==> config.mk <==
export PLATFORM = sky130hd
export DESIGN_NAME = elastic_pipe_reg
export DESIGN_NICKNAME = d
export VERILOG_FILES = /design/src/rtl/elastic_pipe_reg.sv
export SDC_FILE = /design/constraint.sdc
export NUM_CORES = 1
export LEC_CHECK = 0
export ABC_CLOCK_PERIOD_IN_PS = 3900
export BUFFER_PORTS_ARGS = -buffer_cell sky130_fd_sc_hd__buf_2
export CORE_MARGIN = 2
export CORE_UTILIZATION = 51
export DETAILED_ROUTE_END_ITERATION = 6
export PLACE_DENSITY = 0.84
export SLEW_MARGIN = 30
export SYNTH_ARGS = -nofsm -noshare
export SYNTH_HDL_FRONTEND = slang
export SYNTH_SLANG_ARGS = --single-unit
==> constraint.sdc <==
create_clock -name CLK -period 3.9 [get_ports CLK]
set_clock_uncertainty 0.2 [all_clocks]
set_input_delay 0.78 -clock CLK [delete_from_list [all_inputs] [get_ports CLK]]
set_output_delay 0.78 -clock CLK [all_outputs]
set_load 0.1 [all_outputs]
==> src/rtl/elastic_pipe_reg.sv <==
// -----------------------------------------------------------------------------
// elastic_pipe_reg
//
// Elastic pipeline stage: a small FIFO of DEPTH entries that decouples an
// upstream valid/ready producer from a downstream valid/ready consumer.
// in_ready depends only on the registered occupancy and out_data comes
// straight from the head entry, so no combinational path crosses the stage
// in either direction. Payloads come out in arrival order, one cycle after
// they are accepted into an empty stage.
//
// Parameters
//   WIDTH  payload width in bits (1..256)
//   DEPTH  number of storage entries (1..8, any value, not only powers of 2)
//   CW     occupancy counter width
//
// Ports
//   CLK        clock, all state updates on the rising edge
//   RST        synchronous active-high reset (wins over flush)
//   flush      drop every stored entry and any payload offered this cycle
//   in_valid   upstream offers in_data
//   in_data    upstream payload
//   in_ready   stage can accept a payload this cycle (count < DEPTH)
//   out_valid  out_data holds a valid payload (count != 0)
//   out_data   oldest stored payload, forced to 0 while empty
//   out_ready  downstream accepts out_data
//   count      number of stored entries (0..DEPTH)
// -----------------------------------------------------------------------------
module elastic_pipe_reg #(
   parameter int WIDTH = 32,
   parameter int DEPTH = 2,
   parameter int CW    = $clog2(DEPTH + 1)
) (
   input  logic             CLK,
   input  logic             RST,
   input  logic             flush,
   input  logic             in_valid,
   input  logic [WIDTH-1:0] in_data,
   output logic             in_ready,
   output logic             out_valid,
   output logic [WIDTH-1:0] out_data,
   input  logic             out_ready,
   output logic [CW-1:0]    count
);

   // A single-entry stage still needs a 1-bit pointer to keep the types legal.
   localparam int PW    = (DEPTH > 1) ? $clog2(DEPTH) : 1;
   // Storage is sized to the full pointer range so every pointer value indexes
   // a real slot; slots at DEPTH and above are never written or read.
   localparam int SLOTS = 1 << PW;

   logic [WIDTH-1:0] mem [SLOTS];
   logic [PW-1:0]    rd_ptr;
   logic [PW-1:0]    wr_ptr;
   logic [CW-1:0]    cnt;
   logic             push;
   logic             pop;

   // Pointer advance with explicit wrap at DEPTH-1 so non-power-of-two
   // depths cycle through exactly DEPTH slots.
   function automatic logic [PW-1:0] ptr_inc(input logic [PW-1:0] p);
      if (p == PW'(DEPTH - 1)) begin
         return '0;
      end
      return p + PW'(1);
   endfunction

   // Handshake decode: both sides look only at registered occupancy, so a
   // pop on a full cycle cannot open the input in the same cycle.
   assign in_ready  = (cnt < CW'(DEPTH));
   assign out_valid = (cnt != '0);
   assign push      = in_valid  & in_ready  & ~flush & ~RST;
   assign pop       = out_valid & out_ready & ~flush & ~RST;

   // Control stage: pointers and occupancy; reset dominates flush.
   always_ff @(posedge CLK) begin
      if (RST || flush) begin
         rd_ptr <= '0;
         wr_ptr <= '0;
         cnt    <= '0;
      end else begin
         if (push) begin
            wr_ptr <= ptr_inc(wr_ptr);
         end
         if (pop) begin
            rd_ptr <= ptr_inc(rd_ptr);
         end
         case ({push, pop})
            2'b10:   cnt <= cnt + CW'(1);
            2'b01:   cnt <= cnt - CW'(1);
            default: cnt <= cnt;
         endcase
      end
   end

   // Data stage: payload storage carries no reset; an empty stage masks it.
   always_ff @(posedge CLK) begin
      if (push) begin
         mem[wr_ptr] <= in_data;
      end
   end

   assign out_data = out_valid ? mem[rd_ptr] : '0;
   assign count    = cnt;

endmodule

; ---- Word level (Yosys, flattened, before mapping)
; Memories as Yosys holds them, arrays and structs flattened. A register that Yosys moved wholly into a read port is not among the register bits.
; Index checks and enable logic that the tools add are counted.
[classes]
n_addsub = 4
n_lt_le_gt_ge = 1
n_eq_ne = 2
mux = 16
n_bitwise = 8
reduce_logical = 3
[op_table]
columns = cell, n
row1 = $mux 32, 1
row2 = $mux 1, 14
row3 = $and 1x1->1, 6
row4 = $pmux 2 s2, 1
row5 = $reduce_bool 2->1, 2
row6 = $add 1x1->1 const B, 2
row7 = $add 2x1->2 const B, 1
row8 = $eq 2x1->1 const B, 1
row9 = $eq 2x2->1 const B, 1
row10 = $lt 2x2->1 const B, 1
row11 = $not 1->1, 2
row12 = $sub 2x1->2 const B, 1
row13 = $logic_or 1x1->1, 1
[word_totals]
register_bits = 4
mem_bits_rw = 64
input_bits = 37
output_inout_bits = 36
wordCells = 38
memories = 1
[mem_list]
columns = memory, words, width, rd, rd_clocked_by_memory_dff, write_ports, line
row1 = mem, 2, 32, 1, 1, 1, 51  ; logic [WIDTH-1:0] mem [SLOTS];

; ---- Logic depth before layout (Yosys ltp)
[depth]
word_depth = 9
ltp_mapped = 6
ltp_nobuf = 6

; ---- Least setup slack after synthesis
; Ideal clock, no wire load.
[synth_path]
path_type = reg-to-output
start = register cnt[1] (netlist: count[1])
end = output port out_data[10]
t_arrival_ps = 2737
required_time_ps = 2920
setup_slack_ps = 183
path_stages_with_launch = 4
path_buffers = 1
path_cell_list = dfxtp_1 nor2_1 buf_2 nor2_1
[synth_via]
elab_chain_len = 2
[synth_rtl]
columns = element, line
row1 = "start, declared", 54  ; logic [CW-1:0] cnt;
row2 = "start signal, assigned", 88  ; 2'b10: cnt <= cnt + CW'(1);
row3 = "start signal, assigned", 89  ; 2'b01: cnt <= cnt - CW'(1);
row4 = "start signal, assigned", 90  ; default: cnt <= cnt;
row5 = $reduce_bool 2->1, 70  ; assign out_valid = (cnt != '0);
row6 = $mux 32, 102  ; assign out_data = out_valid ? mem[rd_ptr] : '0;
row7 = "end, declared", 40  ; output logic [WIDTH-1:0] out_data,
; No other way between the ends.

==> metrics.md <==
| Metric | Value |
|---|---|
| Diode count | 0 |
| Pint | 1.21 mW |
| Critical path endpoint category | primary output |
| Least-Margin Pin Slew | 0.931 ns |
| Worst hold slack | 0.367 ns |
| Routed wire length | 4540 µm |
| Bufs on Longest Clock Path | 2 |
| Layout Nets | 279 |
| Max incr delay on CP | 0.77 ns |
| CTS buffer count | 9 |
| Slew HR | 37.8% |
| Fill cell count | 368 |
| GRT Residual Overflow | 0 |
| Area contributors post-synth | edfxtp_1, mux2i_1, nor2_1, dfxtp_1, nor3_1 |
| Critical path required time | 2.92 ns |
| Vias | 1,545 |
| Synthesized cell area | 2640 µm² |
| Post-synthesis register bit count | 69 |
| Avg Cell Area, Syn | 16.3 µm² |
| Synthesis warning total | 0 |
| Root Buffer | clkbuf_8 |
| Dpl ws | 1.12 ns |
| CP startpoint kind | flop |
| Gate Count Post-Synth | 162 |
| Post-synth top area cell | edfxtp_1 |
| Overall die width | 75.9 µm |
| Post-synth cell types | 17 |
| Post_cts resized | 0 |
| Initial DRC Count | 72 |
| Net Sw Frac | 20.7% |
| CP max stage cell | dfxtp_2 |
| Final setup violation count | 0 |
| DP Area | 3080 µm² |
| # DRC | 0 |
| Reg clk slew, reported paths | 0.06 ns |
| Die Height | 75.9 µm |
| Post-CTS setup buffers | 0 |
| Commonest non-fill, non-tap cells in the layout | buf_2, edfxtp_1, nor2_1 |
| Design area | 3280 µm² |
| Net Sw Power | 0.315 mW |
| PwrDens | 463 nW/µm² |
| WP data arrival | 2.13 ns |
| CP Cell Sequence | buf_4, mux2i_1, nor2_1, buf_2 |
| Antenna Nets Post-Route | 0 |
| Core area | 5040 µm² |
| Syn_nets | 200 |
| Crit Path Max Fanout | 22 |
| Count of pins over their slew limit | 0 |
| RSZ-0062 raised after global routing | false |
| Setup ws final | 0.787 ns |
| Finished Core Util | 65.1% |
| Endpoints failing hold | 0 |
| Vias in the first global route | 1,519 |
| Core Rows | 26 |
| Synth top area share | 72.9% |
| Via density | 4.89 |
| Minimum clock period | 3.11 ns |
| Lkg Pwr | 1.24 nW |
| CTS tree | built |
| Post-DP HPWL | 2940 µm |
| WL/cell | 14.4 µm |
| Final period util | 79.8% |
| Sequential area share after synthesis | 76.7% |
| Inst Count DP | 300 |
| Area growth, synth to finish | 24.5% |
| Clock latency on the worst-skew pair | 0.32 ns |
| TritonRoute pass-1 iters | 4 |
| Path type of the worst min-delay path | reg2reg |
| Htree depth | 3 |
| Reg-to-reg slack, setup | 1.83 ns |
| Port bufs | 72 |
| Peak VDD IR | 0.274 mV |
| IO Count | 73 |
| First-pass GRT wire length | 6730 µm |
| All-layer global routing usage | 16.6% |
| RD Place Congestion | 0.648 |
| Die Area | 5760 µm² |
| Number of hold buffers added after cts | 0 |
| MaxCap Viol Count | 0 |
| Most common cell after layout, fill and taps aside | buf_2 |
| Sequential Power Share | 54.5% |
| Setup tns final | 0 ns |
| Overall power | 1.52 mW |
| Outcome | completed |
| Starting Density | 52.3% |
| Clk sinks | 69 |
| Layout cells sized above 1 | 37.4% |
| Max Clk Rate | 0.321 GHz |
| Antenna violations before repair | 0 |
| Final Non-Filler Cells | 316 |
| Combinational fraction of design power | 6.3% |
| Largest net degree at the start of global routing | 34 |
| Setup Crit Path Kind | reg2out |
| Clk pwr share | 39.2% |
[cell type report]
type / instances / area (µm²) / area share, %
Sequential cell: 69 / 2020 / 61.6
Clock inverter: 5 / 75.1 / 2.29
Timing Repair Buffer: 75 / 383 / 11.7
Multi-Input combinational cell: 84 / 574 / 17.5
Inverter: 2 / 7.51 / 0.229
Clock buffer: 11 / 131 / 4.00
Tap cell: 70 / 87.6 / 2.67
[synth_stat cells, drive strengths merged]
cell	n
xnor2	2
a21boi	1
nor2	35
nand2	1
or3	1
dfxtp	5
inv	2
edfxtp	64
buf	7
nor3	5
nor2b	1
and3	1
o21ai	2
xor2	2
ha	1
mux2i	32
[power groups by stage]
stage	Clock (mW)	Combinational, mW	Sequential (mW)
global placement	0	0.0931	0.844
global route	0.640	0.101	0.829
floorplan	0	0.0601	0.845
CTS	0.611	0.0959	0.828
finish	0.597	0.0952	0.828
detailed placement	0	0.0957	0.844
[state kept, by name, indices dropped and copies added (netlist names), named ones only]
| name | flops |
|---|---|
| rd_ptr | 1 |
| wr_ptr | 1 |
| count | 2 |
| mem | 64 |
[critical path: cells and delay by family (launching register included)]
family	cells	cell delay [ns]
buf+inv	2	0.80
flops	1	0.77
simple gates	1	0.14
mux	1	0.10
[cell families after synthesis]
group,count (synthesis),share of synthesized area [%]
AO/OA/AOI/OAI,3,0.665
XOR/XNOR,4,1.33
adder cells (fa/ha/maj),1,0.475
buffers and inverters,9,1.90
flip-flops,69,76.7
multiplexers,32,12.2
AND/OR/NAND/NOR,44,6.79
[metal layers]
metal,global-route usage [%],vias up,share of wire (%)
li1,-,755,-
met1,19.2,728,41
met2,27.5,57,51
met3,6.75,5,7.1
met4,7.02,0,0.82
met5,0,-,0
[final timing paths]
check,cells after the start,from,end
worst max-delay path,4,flop,out_data[12]
worst min-delay path,2,rd_ptr,flop
worst max register to register,3,count[1],mem[0][18]
worst min register to register,2,rd_ptr,flop
No activity file was read; power rests on OpenSTA's default activity.
